### src/rtl/tinyqv_data_arbiter_if.sv
// rtl/tinyqv_data_arbiter_if.sv - requester A/B and shared peripheral bus bundle for the data arbiter
interface tinyqv_data_arbiter_if;
    logic [27:0] a_addr;
    logic [1:0]  a_write_n;
    logic [1:0]  a_read_n;
    logic [31:0] a_wdata;
    logic        a_ready;
    logic [31:0] a_rdata;

    logic [27:0] b_addr;
    logic [1:0]  b_write_n;
    logic [1:0]  b_read_n;
    logic [31:0] b_wdata;
    logic        b_ready;
    logic [31:0] b_rdata;

    logic [27:0] data_addr;
    logic [1:0]  data_write_n;
    logic [1:0]  data_read_n;
    logic [31:0] data_out;
    logic        data_ready;
    logic [31:0] data_in;

    // Arbiter side: serves both requesters and drives the peripheral bus.
    modport master (
        input  a_addr, a_write_n, a_read_n, a_wdata,
        output a_ready, a_rdata,
        input  b_addr, b_write_n, b_read_n, b_wdata,
        output b_ready, b_rdata,
        output data_addr, data_write_n, data_read_n, data_out,
        input  data_ready, data_in
    );

    modport slave (
        output a_addr, a_write_n, a_read_n, a_wdata,
        input  a_ready, a_rdata,
        output b_addr, b_write_n, b_read_n, b_wdata,
        input  b_ready, b_rdata,
        input  data_addr, data_write_n, data_read_n, data_out,
        output data_ready, data_in
    );
endinterface

### src/rtl/tinyqv_data_arbiter.sv
// rtl/tinyqv_data_arbiter.sv - round-robin CPU/DMA arbiter onto one peripheral bus with BUSY timeout
module tinyqv_data_arbiter #(
    parameter int TIMEOUT = 255
) (
    input  logic                        clk,
    input  logic                        rst,
    tinyqv_data_arbiter_if.master       bus,
    output logic                        timeout_err,
    input  logic                        err_clear
);
    localparam int CW = $clog2(TIMEOUT + 1);

    typedef enum logic [1:0] {S_IDLE, S_BUSY, S_DONE} state_t;

    state_t          state_q, state_d;
    logic            ptr_q, ptr_d;
    logic            gnt_q, gnt_d;
    logic [CW-1:0]   cnt_q, cnt_d;
    logic [27:0]     addr_q, addr_d;
    logic [1:0]      wn_q, wn_d;
    logic [1:0]      rn_q, rn_d;
    logic [31:0]     wdat_q, wdat_d;
    logic [31:0]     a_rdata_q, a_rdata_d;
    logic [31:0]     b_rdata_q, b_rdata_d;
    logic            a_ready_q, a_ready_d;
    logic            b_ready_q, b_ready_d;
    logic            terr_q, terr_d;

    logic            a_req, b_req, pick_b, expire, set_err;
    logic [27:0]     sel_addr;
    logic [1:0]      sel_wn;
    logic [1:0]      sel_rn;
    logic [31:0]     sel_wdata;

    assign a_req  = (bus.a_write_n != 2'b11) || (bus.a_read_n != 2'b11);
    assign b_req  = (bus.b_write_n != 2'b11) || (bus.b_read_n != 2'b11);
    assign pick_b = b_req && (!a_req || ptr_q);

    assign sel_addr  = pick_b ? bus.b_addr    : bus.a_addr;
    assign sel_wn    = pick_b ? bus.b_write_n : bus.a_write_n;
    assign sel_rn    = pick_b ? bus.b_read_n  : bus.a_read_n;
    assign sel_wdata = pick_b ? bus.b_wdata   : bus.a_wdata;

    // Expiry lands in the TIMEOUT-th BUSY cycle (counter starts at 0 on entry).
    assign expire = (cnt_q == CW'(TIMEOUT - 1));

    always_ff @(posedge clk) begin
        if (rst) begin
            state_q   <= S_IDLE;
            ptr_q     <= 1'b0;
            gnt_q     <= 1'b0;
            cnt_q     <= '0;
            addr_q    <= '0;
            wn_q      <= 2'b11;
            rn_q      <= 2'b11;
            wdat_q    <= '0;
            a_rdata_q <= '0;
            b_rdata_q <= '0;
            a_ready_q <= 1'b0;
            b_ready_q <= 1'b0;
            terr_q    <= 1'b0;
        end else begin
            state_q   <= state_d;
            ptr_q     <= ptr_d;
            gnt_q     <= gnt_d;
            cnt_q     <= cnt_d;
            addr_q    <= addr_d;
            wn_q      <= wn_d;
            rn_q      <= rn_d;
            wdat_q    <= wdat_d;
            a_rdata_q <= a_rdata_d;
            b_rdata_q <= b_rdata_d;
            a_ready_q <= a_ready_d;
            b_ready_q <= b_ready_d;
            terr_q    <= terr_d;
        end
    end

    always_comb begin
        state_d = state_q;
        case (state_q)
            S_IDLE:  if (a_req || b_req) state_d = S_BUSY;
            S_BUSY:  if (bus.data_ready || expire) state_d = S_DONE;
            S_DONE:  state_d = S_IDLE;
            default: state_d = S_IDLE;
        endcase
    end

    always_comb begin
        ptr_d     = ptr_q;
        gnt_d     = gnt_q;
        cnt_d     = cnt_q;
        addr_d    = addr_q;
        wn_d      = wn_q;
        rn_d      = rn_q;
        wdat_d    = wdat_q;
        a_rdata_d = a_rdata_q;
        b_rdata_d = b_rdata_q;
        a_ready_d = 1'b0;
        b_ready_d = 1'b0;
        set_err   = 1'b0;
        case (state_q)
            S_IDLE: begin
                if (a_req || b_req) begin
                    gnt_d  = pick_b;
                    cnt_d  = '0;
                    addr_d = sel_addr;
                    wn_d   = sel_wn;
                    rn_d   = (sel_wn != 2'b11) ? 2'b11 : sel_rn;
                    wdat_d = sel_wdata;
                end
            end
            S_BUSY: begin
                if (bus.data_ready) begin
                    wn_d = 2'b11;
                    rn_d = 2'b11;
                    // rn_q is only non-11 for a granted read; writes leave rdata alone.
                    if (rn_q != 2'b11) begin
                        if (gnt_q) b_rdata_d = bus.data_in;
                        else       a_rdata_d = bus.data_in;
                    end
                    a_ready_d = !gnt_q;
                    b_ready_d = gnt_q;
                end else if (expire) begin
                    wn_d    = 2'b11;
                    rn_d    = 2'b11;
                    set_err = 1'b1;
                    if (gnt_q) b_rdata_d = 32'hFFFF_FFFF;
                    else       a_rdata_d = 32'hFFFF_FFFF;
                    a_ready_d = !gnt_q;
                    b_ready_d = gnt_q;
                end else begin
                    cnt_d = cnt_q + 1'b1;
                end
            end
            S_DONE: begin
                ptr_d = !gnt_q;
            end
            default: ;
        endcase
        terr_d = set_err || (terr_q && !err_clear);
    end

    assign bus.data_addr    = addr_q;
    assign bus.data_write_n = wn_q;
    assign bus.data_read_n  = rn_q;
    assign bus.data_out     = wdat_q;
    assign bus.a_ready      = a_ready_q;
    assign bus.b_ready      = b_ready_q;
    assign bus.a_rdata      = a_rdata_q;
    assign bus.b_rdata      = b_rdata_q;
    assign timeout_err      = terr_q;
endmodule

### src/flat_wrapper.sv
// flat-port wrapper written by rule: the top's interface ports become plain ports
module tinyqv_data_arbiter_flat 
#(
    parameter int TIMEOUT = 255
)
  (clk, rst, timeout_err, err_clear, bus_a_addr, bus_a_write_n, bus_a_read_n, bus_a_wdata, bus_a_ready, bus_a_rdata, bus_b_addr, bus_b_write_n, bus_b_read_n, bus_b_wdata, bus_b_ready, bus_b_rdata, bus_data_addr, bus_data_write_n, bus_data_read_n, bus_data_out, bus_data_ready, bus_data_in);
  tinyqv_data_arbiter_if bus_i ();
  input  logic clk;
  input  logic rst;
  output logic timeout_err;
  input  logic err_clear;
  input wire logic [$bits(bus_i.a_addr)-1:0] bus_a_addr;
  input wire logic [$bits(bus_i.a_write_n)-1:0] bus_a_write_n;
  input wire logic [$bits(bus_i.a_read_n)-1:0] bus_a_read_n;
  input wire logic [$bits(bus_i.a_wdata)-1:0] bus_a_wdata;
  output wire logic [$bits(bus_i.a_ready)-1:0] bus_a_ready;
  output wire logic [$bits(bus_i.a_rdata)-1:0] bus_a_rdata;
  input wire logic [$bits(bus_i.b_addr)-1:0] bus_b_addr;
  input wire logic [$bits(bus_i.b_write_n)-1:0] bus_b_write_n;
  input wire logic [$bits(bus_i.b_read_n)-1:0] bus_b_read_n;
  input wire logic [$bits(bus_i.b_wdata)-1:0] bus_b_wdata;
  output wire logic [$bits(bus_i.b_ready)-1:0] bus_b_ready;
  output wire logic [$bits(bus_i.b_rdata)-1:0] bus_b_rdata;
  output wire logic [$bits(bus_i.data_addr)-1:0] bus_data_addr;
  output wire logic [$bits(bus_i.data_write_n)-1:0] bus_data_write_n;
  output wire logic [$bits(bus_i.data_read_n)-1:0] bus_data_read_n;
  output wire logic [$bits(bus_i.data_out)-1:0] bus_data_out;
  input wire logic [$bits(bus_i.data_ready)-1:0] bus_data_ready;
  input wire logic [$bits(bus_i.data_in)-1:0] bus_data_in;
  assign bus_i.a_addr = bus_a_addr;
  assign bus_i.a_write_n = bus_a_write_n;
  assign bus_i.a_read_n = bus_a_read_n;
  assign bus_i.a_wdata = bus_a_wdata;
  assign bus_a_ready = bus_i.a_ready;
  assign bus_a_rdata = bus_i.a_rdata;
  assign bus_i.b_addr = bus_b_addr;
  assign bus_i.b_write_n = bus_b_write_n;
  assign bus_i.b_read_n = bus_b_read_n;
  assign bus_i.b_wdata = bus_b_wdata;
  assign bus_b_ready = bus_i.b_ready;
  assign bus_b_rdata = bus_i.b_rdata;
  assign bus_data_addr = bus_i.data_addr;
  assign bus_data_write_n = bus_i.data_write_n;
  assign bus_data_read_n = bus_i.data_read_n;
  assign bus_data_out = bus_i.data_out;
  assign bus_i.data_ready = bus_data_ready;
  assign bus_i.data_in = bus_data_in;
  tinyqv_data_arbiter #(.TIMEOUT(TIMEOUT)) u_core (.clk(clk), .rst(rst), .bus(bus_i), .timeout_err(timeout_err), .err_clear(err_clear));
endmodule
### config.mk
export PLATFORM = sky130hd
export DESIGN_NAME = tinyqv_data_arbiter_flat
export DESIGN_NICKNAME = d
export VERILOG_FILES = /design/src/rtl/tinyqv_data_arbiter_if.sv /design/src/rtl/tinyqv_data_arbiter.sv /design/src/flat_wrapper.sv
export SDC_FILE = /design/constraint.sdc
export NUM_CORES = 1
export LEC_CHECK = 0
export ABC_AREA = 1
export CAP_MARGIN = 30
export CORE_MARGIN = 1
export CORE_UTILIZATION = 38
export CTS_CLUSTER_DIAMETER = 120
export CTS_CLUSTER_SIZE = 24
export DETAILED_ROUTE_END_ITERATION = 16
export PLACE_DENSITY_LB_ADDON = 0.08
export SLEW_MARGIN = 20
export SYNTH_ARGS = -nofsm -noshare
export SYNTH_HDL_FRONTEND = slang
export SYNTH_SLANG_ARGS = --single-unit
### constraint.sdc
create_clock -name clk -period 1.5 [get_ports clk]
set_input_delay 0.3 -clock clk [delete_from_list [all_inputs] [get_ports clk]]
set_output_delay 0.3 -clock clk [all_outputs]
set_load 0.02 [all_outputs]
==> impl_metrics.yaml, run 1 <==
sta:
  layout_skew_ns: 0.006828
  final_period_minus_worst_setup_slack_ns: 1.597
  timing.final.max_slew_violations: 0
  rsz_0062_raised_after_global_routing: "yes"
  worst-slew-pin-transition_ns: 0.4092
  timing.final.setup_violations: 62
  maxSlewHeadroom_pct: 72.72
  timing.final.crit_share_pct: 106.5
  fmax_ghz: 0.6262
  setup_tns_ns: -3.063
  worst_slack_ns: -0.09705
  final_hold_viol_count: 0
critical_path:
  timing.critical_path.from_type: "flop"
  cp.arrival_ns: 1.95
  cp-startpoint: "u_core.cnt_q[0]"
  r2r_setup_slack_ns: -0.1
  critPathCapture: "u_core.bus.a_rdata[4]"
  timing.rr.start: "u_core.cnt_q[0]"
  endpoint_kind: "flop"
  crit_path_max_fanout: 16
  required_ns: 1.86
  rr_worst_depth: 11
  crit-reg2reg-capture: "u_core.bus.a_rdata[4]"
  timing.setup.critical_path_class: "flop to flop"
logic_synthesis:
  synth_area_leaders: "sky130_fd_sc_hd__dfxtp_1, sky130_fd_sc_hd__nand2_1, sky130_fd_sc_hd__nand3_1"
  mappedNetlistArea_sq_um: 6405
  syn_nets: 1127
  postSynth.topFlopCell: "sky130_fd_sc_hd__dfxtp_1"
  netlist.top_cell.by_area: "sky130_fd_sc_hd__dfxtp_1"
  ys_top_cells_by_count: "sky130_fd_sc_hd__nand2_1, sky130_fd_sc_hd__dfxtp_1, sky130_fd_sc_hd__nor2_1, sky130_fd_sc_hd__nand3_1, sky130_fd_sc_hd__inv_1"
  synthDominantCellAreaShare_pct: 44.70
  synthesis.area_per_instance_sq_um: 6.665
  async_set_or_reset_register_ratio_after_synthesis_pct: 0
  synth.most_common_cell: "sky130_fd_sc_hd__nand2_1"
  synth_cell_type_count: 22
  syn_inst: 961
  synth-seq-area-share_pct: 44.70
  number_of_flops_mapped_to_enable_cells_by_yosys: 0
  ys.warnings.count: 0
  synth_seq_cells: 143
global_route:
  initial_antenna_violation_count: 0
  grtUsageTotal_pct: 24.87
  grt.overflow.total: 0
  first_global_vias: 6782
  grt_max_degree: 60
  grt_pass1_wl_um: 34600
detailed_routing:
  post-route-drc-count: 0
  drt_pre_antenna_iters: 7
  postRouteAntennaNets: 0
  drt-vias-per-instance: 4.807
  vias: 7234
  postRouteWirelength_um: 22670
  dr.first_iter.drc_count: 379
  routed_wire_length_per_instance_um: 15.06
placed_design:
  dp.final_hpwl_um: 15220
  numPlacedInstances: 1462
  numPortBuffers: 294
  place_congestion: 0.7980
  placement.setup.worst_slack_ns: -0.4026
die:
  floorplan.core_area_sq_um: 16520
  floorplan.initialDensity_pct: 38.76
  io-pin-count: 295
  die_w_um: 131.8
  placementRows: 47
  fp.dieH_um: 131.8
  die_area_sq_um: 17380
min_path:
  hold_depth: 7
  hold_wc_path_type: "primary input to flop"
finish:
  finalNonFillerCells: 1505
  post_route_cells_drive_above_1_share_pct: 14.17
  design.final.nets: 1441
  seq_area_sq_um: 2865
  fillers: 1501
  multi_input_comb_area_sq_um: 3319
  area_growth_syn_to_layout_pct: 69.45
clock_tree:
  cts_max_level: 4
  maximum_buffer_depth_of_the_clock_tree: 2
  clock_sink_count: 143
  count_of_hold_buffers_inserted_by_post_cts_repair: 0
  clk_pin_slew_worst_paths_ns: 0.06
  clkLatencyLatePin_ns: 0.42
  cts_inserted_buffers: 17
  cell_at_the_root_of_the_clock_tree: "sky130_fd_sc_hd__clkbuf_16"
  tritoncts: "yes"
outcome:
  run_status: "finished, violations left"
  failing_checks: "setup timing"
power:
  leakagePower_nw: 5.272
  power_density_nw_per_um2: 981.4
  fin_total_pwr_mw: 10.65
  vdd_ir_drop_max_mv: 0.8500
run:
  max_cap_viol_count: 0
[cell families after synthesis]
group	count (synthesis)	synth area share, %
simple gates	611	39.62
fa+ha+maj	2	0.3906
flops	143	44.70
compound gates	80	6.310
buf+inv	125	8.986
[critical path, cell delays in order, from the launching register on]
cell and delay [ns]:
sky130_fd_sc_hd__dfxtp_2 0.32, sky130_fd_sc_hd__inv_2 0.06, sky130_fd_sc_hd__ha_4 0.12, sky130_fd_sc_hd__inv_2 0.03, sky130_fd_sc_hd__nor2_2 0.10, sky130_fd_sc_hd__nand2_1 0.09, sky130_fd_sc_hd__nand2_2 0.12, sky130_fd_sc_hd__nand2_8 0.08
sky130_fd_sc_hd__nor2_4 0.19, sky130_fd_sc_hd__clkbuf_16 0.23, sky130_fd_sc_hd__o21ai_0 0.08, sky130_fd_sc_hd__nor2_1 0.09
[where the power goes]
| group | switching, mW | internal, mW |
|---|---|---|
| Sequential | 0.133 | 4.05 |
| Clock | 1.56 | 2.58 |
| Combinational | 1.27 | 1.05 |
[routing by layer]
layer  part of all wire, %  global-route usage (%)  wire, um  vias to the layer above
met5                     0                       0         0                        -
met2                    49                   42.18     10990                      248
li1                      -                       -         -                     3678
met1                    42                   29.67      9508                     3273
met4                   2.4                   9.755       545                        0
met3                   7.1                   6.997      1618                       35
[sequential cells by signal (all words and copies together) (netlist names)]
| name | count |
|---|---|
| u_core.bus.data_out | 32 |
| u_core.bus.data_addr | 28 |
| u_core.state_q | 2 |
| u_core.bus.a_rdata | 32 |
| u_core.ptr_q | 1 |
| u_core.bus.b_rdata | 32 |
| u_core.bus.data_read_n | 2 |
| u_core.gnt_q | 1 |
| u_core.bus.a_ready | 1 |
| u_core.cnt_q | 8 |
| u_core.bus.b_ready | 1 |
| u_core.bus.data_write_n | 2 |
| u_core.timeout_err | 1 |
[area by class of cell]
cell class / count / share of cell area [%]
diodes: 1 / 0.02306
clock buffers: 22 / 4.462
clock inverters: 6 / 0.7840
inverters: 57 / 2.087
multi-input cells: 693 / 30.59
flip-flops and latches: 143 / 26.40
well taps: 220 / 2.536
repair buffers: 361 / 32.89
repair inverters: 2 / 0.2306
[what timing repair did]
action	in CTS	in global routing
pin swaps	1	25
cloned	0	7
gates resized for setup	144	128
setup endpoints to repair	204	138
setup buffers	0	8
[stage by stage]
step / hold WS [ns] / cell area [sq um] / utilization (%)
2_1_floorplan: 0.4264 / 6405 / -
3_3_place_gp: 0.4270 / 9868 / 59.72
3_5_place_dp: 0.4313 / 9868 / 59.72
4_1_cts: 0.4414 / 10290 / 62.30
5_1_grt: 0.3957 / 10850 / 65.66
6_report: 0.3402 / 10850 / 65.68
[how the worst min path moves through the flow]
| stage | from | slack (ns) | end |
|---|---|---|---|
| 5_1_grt | bus_a_read_n[0] | 0.40 | u_core.bus.data_read_n[0] |
| 3_5_place_dp | u_core.bus.data_out[24] | 0.43 | u_core.bus.data_out[24] |
| 4_1_cts | u_core.bus.data_out[24] | 0.44 | u_core.bus.data_out[24] |
| 6_report | bus_a_read_n[0] | 0.34 | u_core.bus.data_read_n[0] |
| 3_3_place_gp | u_core.bus.data_addr[23] | 0.43 | u_core.bus.data_addr[23] |
| 2_1_floorplan | u_core.ptr_q | 0.43 | u_core.ptr_q |
[layout by cell type (no fill, tap or decap), drive strengths merged]
cell type	n
nor2	86
clkdlybuf4s15	2
o21ai	39
nand3	73
nand4	36
dlymetal6s2s	8
nor3	33
clkdlybuf4s50	155
dfxtp	143
ha	2
clkbuf	29
inv	57
bufinv	2
clkinvlp	2
clkinv	4
diode	1
dlygate4sd2	126
a21oi	41
nand2	381
or2	1
buf	63
nand3b	1
(Power assumes the default switching activity.)
==> inputs of run 2 (changes only) <==
CTS_BUF_LIST = sky130_fd_sc_hd__clkbuf_8 sky130_fd_sc_hd__clkbuf_16   (was default)
==> impl_metrics.yaml, run 2 (synthesized netlist as in run 1, its figures left out) <==
sta:
  timing.final.setup_violations: 62
  fin_hold_ws_ns: 0.3401
  rsz_0062_raised_after_global_routing: "yes"
  maxSlewHeadroom_pct: 72.72
  final_hold_viol_count: 0
  fmax_ghz: 0.6262
  layout_skew_ns: 0.006827
  worst-slew-pin-transition_ns: 0.4092
  worst_slack_ns: -0.09705
  timing.final.max_slew_violations: 0
  timing.final.crit_share_pct: 106.5
  final_period_minus_worst_setup_slack_ns: 1.597
detailed_routing:
  drt_pre_antenna_iters: 7
  postRouteAntennaNets: 0
  routed_wire_length_per_instance_um: 15.06
  drt-vias-per-instance: 4.808
  postRouteWirelength_um: 22660
  vias: 7236
  post-route-drc-count: 0
  dr.first_iter.drc_count: 379
critical_path:
  critical-path-top-cell-by-count: "sky130_fd_sc_hd__inv_2"
  timing.rr.start: "u_core.cnt_q[0]"
  required_ns: 1.86
  timing.setup.critical_path_class: "flop to flop"
  worst_path_max_delay_cell: "sky130_fd_sc_hd__dfxtp_2"
  timing.critical_path.slowest_cell_delay_ns: 0.32
  endpoint_kind: "flop"
  timing.critical_path.from_type: "flop"
  path_cells: "inv_2 > ha_4 > inv_2 > nor2_2 > nand2_1 > nand2_2 > nand2_8 > nor2_4 > clkbuf_16 > o21ai_0 > nor2_1"
  worst-path-buf-inv: 3
  crit_path_max_fanout: 16
  cp-startpoint: "u_core.cnt_q[0]"
  cp.arrival_ns: 1.95
  cp_top_family: "simple AND/OR/NAND/NOR gates"
die:
  fp.dieH_um: 131.8
  floorplan.core_area_sq_um: 16520
  placementRows: 47
  die_w_um: 131.8
  die_area_sq_um: 17380
  floorplan.initialDensity_pct: 38.76
  io-pin-count: 295
global_route:
  gr-usage-met3_pct: 6.997
  use_met2_pct: 42.18
  grt_pass1_wl_um: 34600
  initial_antenna_violation_count: 0
  grt.overflow.total: 0
  busiest_layer: "met2"
  grt_use_met1_pct: 29.67
  grt_max_degree: 60
  first_global_vias: 6782
  grtUsageTotal_pct: 24.87
min_path:
  hold_wc_path_type: "primary input to flop"
  holdCritStartpoint: "bus_a_read_n[0]"
clock_tree:
  clk_pin_slew_worst_paths_ns: 0.06
  tritoncts: "yes"
  clkLatencyLatePin_ns: 0.42
  cts_inserted_buffers: 17
  count_of_hold_buffers_inserted_by_post_cts_repair: 0
  cell_at_the_root_of_the_clock_tree: "sky130_fd_sc_hd__clkbuf_16"
  maximum_buffer_depth_of_the_clock_tree: 2
  clock_sink_count: 143
  cts_max_level: 4
finish:
  design.final.nets: 1441
  post_route_cells_drive_above_1_share_pct: 14.17
  fillers: 1501
  area_growth_syn_to_layout_pct: 69.45
  layout.cells.most_common: "sky130_fd_sc_hd__nand2_1"
  most-common-layout-cells: "sky130_fd_sc_hd__nand2_1, sky130_fd_sc_hd__clkdlybuf4s50_1, sky130_fd_sc_hd__dfxtp_1"
outcome:
  failing_checks: "setup timing"
  run_status: "finished, violations left"
power:
  fin_total_pwr_mw: 10.64
  power_density_nw_per_um2: 980.7
  leakagePower_nw: 5.276
  vdd_ir_drop_max_mv: 0.8501
run:
  max_cap_viol_count: 0
placed_design:
  dp.final_hpwl_um: 15220
  place_congestion: 0.7980
  numPortBuffers: 294
## run 2: cell types whose count changed in the layout (fill, tap and decap cells not counted)
cell,delta
sky130_fd_sc_hd__clkbuf_1,-1
sky130_fd_sc_hd__inv_1,+1
## run 2: path summary, 6_finish.rpt
path,to,cells after the start,slack [ns]
worst max register to register,u_core.bus.a_rdata[4],11,-0.1
worst min-delay path,u_core.bus.data_read_n[0],7,0.34
worst max-delay path,u_core.bus.a_rdata[4],11,-0.1
worst min register to register,u_core.bus.data_addr[13],2,0.44
## run 2: through the flow
stage / setup WS [ns] / util, % / area, sq um / cells / setup TNS [ns]
5_1_grt: -0.2043 / 65.66 / 10850 / 1504 / -9.690
3_3_place_gp: -0.3918 / 59.72 / 9868 / 1462 / -36.38
2_1_floorplan: 0.01844 / - / 6405 / 961 / 0
3_5_place_dp: -0.4026 / 59.72 / 9868 / 1462 / -37.35
6_report: -0.09705 / 65.68 / 10850 / 1505 / -3.063
4_1_cts: -0.04221 / 62.30 / 10290 / 1490 / -0.1791
## run 2: cell type report
type                            count  area [sq um]  share of cell area, %
Tap cell                          220         275.3                  2.536
Antenna cell                        1         2.502                0.02306
Clock inverter                      7         88.84                 0.8185
Timing Repair Buffer              361          3570                  32.89
Clock buffer                       21         480.5                  4.427
Sequential cell                   143          2865                  26.40
Timing Repair inverter              2         25.02                 0.2306
Inverter                           57         226.5                  2.087
Multi-Input combinational cell    693          3319                  30.59
## run 2: report_power, final
group	internal, mW	switching (mW)	leakage (nW)
Combinational	1.05	1.27	3.83
Clock	2.57	1.56	0.280
Sequential	4.05	0.133	1.17
Total	7.68	2.97	5.28
## run 2: metal layers
| metal | share of wire, % | vias up |
|---|---|---|
| met2 | 48 | 248 |
| met4 | 2.4 | 0 |
| met5 | 0 | - |
| met1 | 42 | 3275 |
| met3 | 7.1 | 35 |
| li1 | - | 3678 |
## run 2: timing repair
item                       in CTS  in global routing
buffers inserted                0                  8
hold endpoints to repair        0                  0
resized for setup             144                128
setup endpoints to repair     204                138
cloned                          0                  7
pin swaps                       1                 25
## run 2: tightest hold or removal path, cell delays in order
cell and delay, ns:
sky130_fd_sc_hd__dlymetal6s2s_1 0.12, sky130_fd_sc_hd__nand2_1 0.07, sky130_fd_sc_hd__nand2_1 0.06, sky130_fd_sc_hd__nor2_1 0.04, sky130_fd_sc_hd__nand2_1 0.05, sky130_fd_sc_hd__nand2_1 0.04, sky130_fd_sc_hd__nand2_1 0.05
